[config.mk]
export PLATFORM = sky130hd
export DESIGN_NAME = branch_cond_unit_flat
export DESIGN_NICKNAME = d
export VERILOG_FILES = /design/src/rtl/cpu_pkg.sv /design/src/rtl/branch_cond_unit_if.sv /design/src/rtl/cond_check.sv /design/src/rtl/branch_cond_unit.sv /design/src/flat_wrapper.sv
export SDC_FILE = /design/constraint.sdc
export NUM_CORES = 1
export LEC_CHECK = 0
export ABC_AREA = 1
export BUFFER_PORTS_ARGS = -buffer_cell sky130_fd_sc_hd__clkbuf_2
export CORE_MARGIN = 2
export CORE_UTILIZATION = 48
export DETAILED_ROUTE_END_ITERATION = 6
export PLACE_DENSITY = 0.74
export SETUP_SLACK_MARGIN = 0.02
export SLEW_MARGIN = 20
export SYNTH_ARGS = -nofsm -noshare
export SYNTH_HDL_FRONTEND = slang
export SYNTH_HIERARCHICAL = 1
export SYNTH_SLANG_ARGS = --single-unit
[constraint.sdc]
create_clock -name clk -period 1.6 [get_ports clk]
set_clock_uncertainty 0.15 [all_clocks]
set_input_delay 0.16 -clock clk [delete_from_list [all_inputs] [get_ports clk]]
set_output_delay 0.16 -clock clk [all_outputs]
set_load 0.03 [all_outputs]
[src/rtl/cpu_pkg.sv]
// rtl/cpu_pkg.sv - shared CPU types: condition codes, NZCV flag indices, branch-unit states
package cpu_pkg;

    typedef enum logic [3:0] {
        COND_EQ = 4'h0, COND_NE = 4'h1, COND_HS = 4'h2, COND_LO = 4'h3,
        COND_MI = 4'h4, COND_PL = 4'h5, COND_VS = 4'h6, COND_VC = 4'h7,
        COND_HI = 4'h8, COND_LS = 4'h9, COND_GE = 4'hA, COND_LT = 4'hB,
        COND_GT = 4'hC, COND_LE = 4'hD, COND_AL = 4'hE, COND_NV = 4'hF
    } cond_e;

    localparam logic [1:0] FLAG_N = 2'd3;
    localparam logic [1:0] FLAG_Z = 2'd2;
    localparam logic [1:0] FLAG_C = 2'd1;
    localparam logic [1:0] FLAG_V = 2'd0;

    typedef enum logic {RUN = 1'b0, WAIT = 1'b1} bcu_state_e;

endpackage

[src/rtl/branch_cond_unit_if.sv]
// rtl/branch_cond_unit_if.sv - decode-stage branch resolver signal bundle
interface branch_cond_unit_if #(
    parameter int CNT_W = 16
);
    logic [3:0]       flags_q;
    logic [3:0]       ex_flags;
    logic             ex_setflags;
    logic             id_valid;
    logic             id_flush;
    logic             id_is_b;
    logic             id_is_bcond;
    logic             id_is_cbz;
    logic [3:0]       id_cond;
    logic             id_rt_zero;
    logic             stall_id;
    logic             br_taken;
    logic             br_redirect;
    logic [CNT_W-1:0] branch_cnt;
    logic [CNT_W-1:0] taken_cnt;

    modport master (
        output flags_q, ex_flags, ex_setflags, id_valid, id_flush,
               id_is_b, id_is_bcond, id_is_cbz, id_cond, id_rt_zero,
        input  stall_id, br_taken, br_redirect, branch_cnt, taken_cnt
    );

    modport slave (
        input  flags_q, ex_flags, ex_setflags, id_valid, id_flush,
               id_is_b, id_is_bcond, id_is_cbz, id_cond, id_rt_zero,
        output stall_id, br_taken, br_redirect, branch_cnt, taken_cnt
    );
endinterface

[src/rtl/cond_check.sv]
// rtl/cond_check.sv - combinational ARM condition-code evaluator over {N,Z,C,V}
module cond_check
    import cpu_pkg::*;
(
    input  logic [3:0] nzcv,
    input  logic [3:0] cond,
    output logic       cond_true
);

    logic n, z, c, v;

    assign n = nzcv[FLAG_N];
    assign z = nzcv[FLAG_Z];
    assign c = nzcv[FLAG_C];
    assign v = nzcv[FLAG_V];

    always_comb begin
        cond_true = 1'b1;
        case (cond_e'(cond))
            COND_EQ: cond_true = z;
            COND_NE: cond_true = ~z;
            COND_HS: cond_true = c;
            COND_LO: cond_true = ~c;
            COND_MI: cond_true = n;
            COND_PL: cond_true = ~n;
            COND_VS: cond_true = v;
            COND_VC: cond_true = ~v;
            COND_HI: cond_true = c & ~z;
            COND_LS: cond_true = ~c | z;
            COND_GE: cond_true = (n == v);
            COND_LT: cond_true = (n != v);
            COND_GT: cond_true = ~z & (n == v);
            COND_LE: cond_true = z | (n != v);
            default: cond_true = 1'b1;
        endcase
    end

endmodule

[src/rtl/branch_cond_unit.sv]
// rtl/branch_cond_unit.sv - resolves B / B.cond / CBZ in decode, interlocks on EX flag writes
module branch_cond_unit
    import cpu_pkg::*;
#(
    parameter int CNT_W             = 16,
    parameter bit STALL_ON_SETFLAGS = 1'b1
) (
    input  logic              clk,
    input  logic              reset,
    branch_cond_unit_if.slave bus
);

    localparam logic [CNT_W-1:0] CNT_ONE = CNT_W'(1);
    localparam logic [CNT_W-1:0] CNT_MAX = '1;

    bcu_state_e state;
    logic       live, is_b, is_bcond, is_cbz, branch;
    logic       stall_req, resolve, taken, cond_true;
    logic [3:0] nzcv_sel;

    assign live     = bus.id_valid & ~bus.id_flush;
    // One-hot the instruction type so B beats B.cond beats CBZ.
    assign is_b     = bus.id_is_b;
    assign is_bcond = bus.id_is_bcond & ~bus.id_is_b;
    assign is_cbz   = bus.id_is_cbz & ~bus.id_is_bcond & ~bus.id_is_b;
    assign branch   = live & (is_b | is_bcond | is_cbz);

    assign nzcv_sel = (!STALL_ON_SETFLAGS && bus.ex_setflags) ? bus.ex_flags : bus.flags_q;

    cond_check u_cond_check (
        .nzcv      (nzcv_sel),
        .cond      (bus.id_cond),
        .cond_true (cond_true)
    );

    // A flush in WAIT drops live, so the held B.cond is simply never resolved.
    assign stall_req    = STALL_ON_SETFLAGS && (state == RUN) && live && is_bcond && bus.ex_setflags;
    assign resolve      = branch & ~stall_req;
    assign taken        = is_b | (is_bcond & cond_true) | (is_cbz & bus.id_rt_zero);
    assign bus.stall_id = stall_req & ~reset;

    always_ff @(posedge clk) begin
        if (reset) begin
            state           <= RUN;
            bus.br_taken    <= 1'b0;
            bus.br_redirect <= 1'b0;
            bus.branch_cnt  <= '0;
            bus.taken_cnt   <= '0;
        end else begin
            state           <= stall_req ? WAIT : RUN;
            bus.br_taken    <= resolve & taken;
            bus.br_redirect <= resolve & taken;
            if (resolve && bus.branch_cnt != CNT_MAX)
                bus.branch_cnt <= bus.branch_cnt + CNT_ONE;
            if (resolve && taken && bus.taken_cnt != CNT_MAX)
                bus.taken_cnt <= bus.taken_cnt + CNT_ONE;
        end
    end

endmodule
[src/flat_wrapper.sv]
// flat-port wrapper written by rule: the top's interface ports become plain ports
module branch_cond_unit_flat import cpu_pkg::*;
#(
    parameter int CNT_W             = 16,
    parameter bit STALL_ON_SETFLAGS = 1'b1
)
  (clk, reset, bus_flags_q, bus_ex_flags, bus_ex_setflags, bus_id_valid, bus_id_flush, bus_id_is_b, bus_id_is_bcond, bus_id_is_cbz, bus_id_cond, bus_id_rt_zero, bus_stall_id, bus_br_taken, bus_br_redirect, bus_branch_cnt, bus_taken_cnt);
  branch_cond_unit_if #(.CNT_W(CNT_W)) bus_i ();
  input  logic clk;
  input  logic reset;
  input wire logic [$bits(bus_i.flags_q)-1:0] bus_flags_q;
  input wire logic [$bits(bus_i.ex_flags)-1:0] bus_ex_flags;
  input wire logic [$bits(bus_i.ex_setflags)-1:0] bus_ex_setflags;
  input wire logic [$bits(bus_i.id_valid)-1:0] bus_id_valid;
  input wire logic [$bits(bus_i.id_flush)-1:0] bus_id_flush;
  input wire logic [$bits(bus_i.id_is_b)-1:0] bus_id_is_b;
  input wire logic [$bits(bus_i.id_is_bcond)-1:0] bus_id_is_bcond;
  input wire logic [$bits(bus_i.id_is_cbz)-1:0] bus_id_is_cbz;
  input wire logic [$bits(bus_i.id_cond)-1:0] bus_id_cond;
  input wire logic [$bits(bus_i.id_rt_zero)-1:0] bus_id_rt_zero;
  output wire logic [$bits(bus_i.stall_id)-1:0] bus_stall_id;
  output wire logic [$bits(bus_i.br_taken)-1:0] bus_br_taken;
  output wire logic [$bits(bus_i.br_redirect)-1:0] bus_br_redirect;
  output wire logic [$bits(bus_i.branch_cnt)-1:0] bus_branch_cnt;
  output wire logic [$bits(bus_i.taken_cnt)-1:0] bus_taken_cnt;
  assign bus_i.flags_q = bus_flags_q;
  assign bus_i.ex_flags = bus_ex_flags;
  assign bus_i.ex_setflags = bus_ex_setflags;
  assign bus_i.id_valid = bus_id_valid;
  assign bus_i.id_flush = bus_id_flush;
  assign bus_i.id_is_b = bus_id_is_b;
  assign bus_i.id_is_bcond = bus_id_is_bcond;
  assign bus_i.id_is_cbz = bus_id_is_cbz;
  assign bus_i.id_cond = bus_id_cond;
  assign bus_i.id_rt_zero = bus_id_rt_zero;
  assign bus_stall_id = bus_i.stall_id;
  assign bus_br_taken = bus_i.br_taken;
  assign bus_br_redirect = bus_i.br_redirect;
  assign bus_branch_cnt = bus_i.branch_cnt;
  assign bus_taken_cnt = bus_i.taken_cnt;
  branch_cond_unit #(.CNT_W(CNT_W), .STALL_ON_SETFLAGS(STALL_ON_SETFLAGS)) u_core (.clk(clk), .reset(reset), .bus(bus_i));
endmodule
==> results of run 1 <==
cells by family after synthesis:
kind of cell | share of synthesized area, %
fa+ha+maj | 1.132
simple gates | 47.03
flops | 30.79
compound gates | 10.53
xor+xnor | 1.981
buf+inv | 8.545
cells in the final DEF, fill, tap and decap left out, types with 2 or more instances in the layout:
cell      count
nand2_1      89
nor2_1       55
clkbuf_2     43
inv_1        27
dfxtp_2      27
buf_4        25
nand3_1      25
nand2_2      23
a21oi_2      18
nor2_4       14
nand3_2      11
a21oi_1      11
o21ai_0       8
buf_6         7
clkbuf_8      6
nor2_2        6
inv_2         5
nand4_1       5
nand2_4       4
inv_4         4
dfxtp_4       4
buf_12        3
nand3_4       3
dfxtp_1       3
o21ai_2       2
a21oi_4       2
nand3b_1      2
xnor2_1       2
xor2_1        2
ha_4          2
stage by stage:
stage,setup slack [ps],hold slack (ps),instances
finish,23.99,73.93,501
global route,-112.9,83.40,501
CTS,22.61,43.08,495
detailed placement,-240.5,344.2,487
global placement,-177.8,340.1,487
floorplan,23.64,236.4,366
registers in the layout, indices dropped and copies added (netlist names):
signal                  cells
u_core/bus.taken_cnt       16
u_core/bus.br_redirect      1
u_core/state                1
u_core/bus.branch_cnt      16
routing by layer:
layer	part of all wire [%]	global-route usage (%)	wire, um	vias up
met5	0	0	0	-
met4	0.97	9.644	65	0
met3	6.5	4.501	435	8
met2	49	37.04	3266	98
met1	44	29.18	2914	1196
li1	-	-	-	1339
layout make-up:
class	instances	area [um^2]
Multi-Input combinational cell	289	1714
Fill cell	348	1049
Sequential cell	34	729.5
Timing Repair Buffer	81	586.8
Inverter	37	148.9
Clock buffer	7	86.33
Tap cell	52	65.06
Clock inverter	1	5.005
timing repair:
item / 4_1_cts / 5_1_grt
cloned: 0 / 3
buffers inserted: 0 / 3
setup endpoints to repair: 13 / 33
hold endpoints to repair: 0 / 0
pin swaps: 3 / 25
gates resized for setup: 3 / 118
path summary, 6_finish.rpt:
kind,from,end
max,u_core/state,bus_stall_id
max reg2reg,u_core/bus.branch_cnt[0],u_core/bus.branch_cnt[8]
min,reset,u_core/bus.taken_cnt[14]
min reg2reg,u_core/bus.taken_cnt[9],u_core/bus.taken_cnt[9]
report_power, final:
group / switching, uW / internal [uW] / total (uW) / leakage [uW]
Clock: 309 / 347 / 656 / 0.0000482
Combinational: 203 / 142 / 345 / 0.00110
Sequential: 15.5 / 855 / 870 / 0.000291
Total: 527 / 1340 / 1870 / 0.00144
==> flow_metrics.tcl, run 1 <==
set metrics [dict create \
    gp_congestion 0.8963 \
    ant_nets 0 \
    track_usage_pct 22.69 \
    finalPower_uw 1871 \
    cp_common_cell "nor2_1" \
    rsz0062_at_grt "yes" \
    tns_ps 0 \
    clk_pin_slew_worst_paths_ps 70 \
    p_leak_uw 0.001440 \
    synth_edf_count 0 \
    critical_path_class "flip-flop to output port" \
    hold_path_class "input pin to flip-flop" \
    syn-instance-count 366 \
    max_stage_delay_ps 300 \
    cts_buffers 5 \
    synth_common_cells "nand2_1 (109), nor2_1 (68), nand3_1 (38)" \
    design_area_um2 3336 \
    cts_buffer_depth 2 \
    syn_area_um2 2211 \
    slew_headroom_pct 80.09 \
    drive_gt1_share_pct 48.11 \
    dpl_cell_area_um2 2798 \
    fmax_ghz 0.6345 \
    setup_viol 0 \
    clock-root-buffer "clkbuf_8" \
    cts_max_level 2 \
    yosysTopAreaCell "dfxtp_1" \
    synth_nets 389 \
    worstSetupStartpointType "flip-flop" \
    insertion_delay_ps 290 \
    rows 24 \
    synthDistinctLibCells 27 \
    synth_warnings 6 \
    fin_nets 471 \
    critPathBufInv 1 \
    numPortBuffers 51 \
    die_y_um 71.87 \
    crit_arrival_ps 1270 \
    worstRegToRegCells 10 \
    overflow 0 \
    wl_per_cell_um 13.34 \
    path_max_fanout 3 \
    synth_seq_cells 34 \
    crit_path_end_kind "output port" \
    fin_crit_ps 1576 \
    power.density_nw_per_um2 560.9 \
    syn_area_per_cell_um2 6.041 \
    grt_pass1_vias 2172 \
    cp.required_ps 1290 \
    netlist_top_cells_area "dfxtp_1 (31%), nand2_1 (19%), nor2_1 (12%)" \
    slew_viol_final 0 \
    ctsHoldBuffers 0 \
    irDropWorstVdd_v 0.0003976 \
    grt_first_pass_wirelength_um 9349 \
    synth_top_cell_area_share_pct 30.79 \
    cp_top_family "simple AND/OR/NAND/NOR gates" \
    vias_per_cell 5.271 \
    reg2reg_slack_ps 30 \
    place_hpwl_um 4294 \
    antenna_cells 0 \
    synth_ff_type "dfxtp_1" \
    fp.dieW_um 71.87 \
    core_um2 4384 \
    antenna_found_initial 0 \
    crit_chain "nor2_1 > nand3_2 > nor2_1 > buf_4" \
    dieArea_um2 5165 \
    yosysMostFrequentCell "nand2_1" \
    start_util_pct 50.43 \
    area_growth_pct 50.88 \
    outcome "finished clean" \
    dr.pass1.iters 5 \
    wl_um 6682 \
    ios 56 \
    first_iter_violations 143 \
    final_core_util_pct 76.08 \
    worstMarginPinSlew_ps 298.7 \
    grt_max_degree 22 \
    dr_total_vias 2641 \
    hold_violations 0 \
    async_reset_ff_share_pct 0 \
    max_cap_violations 0 \
    fin_crit_sh_pct 98.50 \
    crit_cells 4 \
    ys_seq_area_share_pct 30.79 \
    drc 0 \
    crit_slowest_cell "dfxtp_1" \
    cts_num_sinks 34 \
    min_delay_path_depth 2 \
    cts_tree "built" \
]
Note: power is estimated with default switching activity, not from simulation.
==> run 2: changes to the inputs <==
- CORE_UTILIZATION: 48 -> 49
- PLACE_DENSITY: 0.74 -> 0.8
- SYNTH_HIERARCHICAL: 1 -> unset
==> run 2 against run 1 <==
Compared with the run above:
- the run now ends with setup timing left
- critical path depth is 4 higher
- maximum frequency is 6.7% lower
- setup slack worse by 110 ps
- first-iteration DRC count is 94% higher
- die area is 3.7% higher
- critical endpoint is now u_core.bus.branch_cnt[2]
- largest cell class unchanged
- largest power group unchanged
- highest routed layer unchanged
==> flow_metrics.tcl, run 2 <==
set metrics [dict create \
    place_ws_ps -34.17 \
    slew_viol_final 0 \
    ant_nets 0 \
    cts_buffers 5 \
    syn_area_per_cell_um2 6.646 \
    grt_first_pass_wirelength_um 10090 \
    rsz0062_at_grt "yes" \
    wl_per_cell_um 14.45 \
    ys_seq_area_share_pct 29.01 \
    syn-instance-count 353 \
    cts_num_sinks 34 \
    cp_top_family "simple AND/OR/NAND/NOR gates" \
    start_util_pct 50.34 \
    synth_ff_type "dfxtp_1" \
    vias_per_cell 5.613 \
    fin_crit_sh_pct 105.6 \
    insertion_delay_ps 290 \
    synth_nets 376 \
    p_leak_uw 0.001513 \
    die_y_um 73.20 \
    syn_area_um2 2346 \
    first_iter_violations 277 \
    clk_pin_slew_worst_paths_ps 80 \
    antenna_found_initial 0 \
    fin_nets 473 \
    irDropWorstVdd_v 0.0004564 \
    crit_chain "ha_4 > nand3_4 > inv_4 > nand4_1 > nand2_4 > buf_6 > o21ai_1 > and3_1" \
    place_hpwl_um 4522 \
    dr.pass1.iters 7 \
    max_cap_violations 0 \
    cp.required_ps 1640 \
    yosysTopAreaCell "dfxtp_1" \
    dieArea_um2 5358 \
    fp.dieW_um 73.20 \
    track_usage_pct 23.41 \
    reg.largest.list "u_core.bus.branch_cnt x16, u_core.bus.taken_cnt x16" \
    core_um2 4661 \
    antenna_cells 0 \
    rows 25 \
    yosysMostFrequentCell "nand2_1" \
    wl_um 7282 \
    synth_warnings 0 \
    path_max_fanout 5 \
    hold_path_class "input pin to flip-flop" \
    fin_crit_ps 1690 \
    hold_violations 0 \
    power.density_nw_per_um2 538.3 \
    cts_buffer_depth 2 \
    max_stage_delay_ps 360 \
    critPathBufInv 2 \
    synth_top_cell_area_share_pct 29.01 \
    finalPower_uw 1804 \
    gp_congestion 0.9065 \
    ios 56 \
    drive_gt1_share_pct 45.33 \
    tns_ps -504.0 \
    async_reset_ff_share_pct 0 \
    cts_max_level 2 \
    critical_path_class "flip-flop to flip-flop" \
    slew_headroom_pct 77.20 \
    synth_seq_cells 34 \
    crit_arrival_ps 1730 \
    fmax_ghz 0.5918 \
    cts_tree "built" \
    outcome "finished with violations" \
    area_growth_pct 42.88 \
    setup_viol 17 \
    clock-root-buffer "clkbuf_8" \
    worstSetupStartpointType "flip-flop" \
    mostFrequentLayoutCell "nand2_1" \
    violations "setup timing" \
    grt_pass1_vias 2390 \
    synth_edf_count 0 \
    drc 0 \
    dr_total_vias 2829 \
    layout_common_cells "nand2_1 (70), clkbuf_2 (50), buf_4 (39)" \
    finalWorstSetupSlack_ps -89.78 \
    overflow 0 \
    numPortBuffers 51 \
    regArea_um2 733.2 \
    crit_slowest_cell "dfxtp_4" \
    multi_input_area_um2 1642 \
    synth_common_cells "nand2_1 (84), inv_1 (41), nor2_1 (37)" \
    crit_path_end_kind "flip-flop" \
    fillerInstances 354 \
    netlist_top_cells_area "dfxtp_1 (29%), nand2_1 (13%), inv_1 (6.6%)" \
    final_core_util_pct 71.92 \
    synthDistinctLibCells 32 \
    worstMarginPinSlew_ps 340.5 \
    grt_max_degree 17 \
]
## run 2: cell count changes after synthesis, sizes merged, moves of 5 or more
cell | previous run | this run
xnor2 | 3 | 8
o21ai | 11 | 6
inv | 36 | 43
nand2 | 116 | 99
nand3 | 39 | 27
nor2 | 75 | 43
nand4 | 6 | 24
nor3 | 1 | 12
xor2 | 2 | 9
## run 2: cell type report
| type | instances | area share, % |
|---|---|---|
| clock buffer | 7 | 2.576 |
| tap | 54 | 2.016 |
| timing repair buffer | 98 | 19.04 |
| multi-input combinational | 267 | 48.97 |
| sequential | 34 | 21.87 |
| inverter | 43 | 5.189 |
| timing repair inverter | 1 | 0.3359 |
## run 2: metrics by stage
stage | instances | hold slack (ps) | area [um^2]
detailed placement | 479 | 337.5 | 2917
floorplan | 353 | 221.5 | 2442
global placement | 479 | 333.6 | 2917
finish | 504 | 68.85 | 3352
global route | 504 | 69.70 | 3352
CTS | 487 | 51.79 | 3037
## run 2: routing by layer
layer  GRT usage, %  share of wire [%]  vias up
met5              0                  0        -
met4          6.173                2.3        0
met3          4.282                7.3       27
met2          39.54                 50      155
met1          30.54                 41     1295
li1               -                  -     1352
## run 2: kinds of logic after synthesis
family                     synth area share (%)
buffers and inverters                     9.973
xor gates and xnor gates                  6.347
DFF                                       29.01
and+or+nand+nor                           44.37
AOI/OAI and AO/OA                         9.227
adders and majority gates                 1.066
## run 2: worst paths after layout
kind / end / slack (ps) / cells past startpoint / start
worst min-delay path: u_core.bus.taken_cnt[1] / 70 / 2 / reset
worst min register to register: u_core.bus.taken_cnt[8] / 350 / 2 / u_core.bus.taken_cnt[8]
worst max register to register: u_core.bus.branch_cnt[2] / -90 / 8 / u_core.bus.branch_cnt[0]
worst max-delay path: u_core.bus.branch_cnt[2] / -90 / 8 / u_core.bus.branch_cnt[0]
## run 2: report_power, final
part | total [uW] | switching, uW | internal (uW)
Sequential | 851 | 7.95 | 843
Combinational | 284 | 175 | 109
Clock | 670 | 328 | 342
## run 2: timing repair
| action | CTS | global route |
|---|---|---|
| pin swaps | 2 | 15 |
| cloned | 0 | 3 |
| endpoints found under the setup margin | 25 | 33 |
| buffers inserted | 1 | 14 |
| hold buffers | 0 | 0 |
| gates resized for setup | 6 | 58 |
| endpoints found under the hold margin | 0 | 0 |
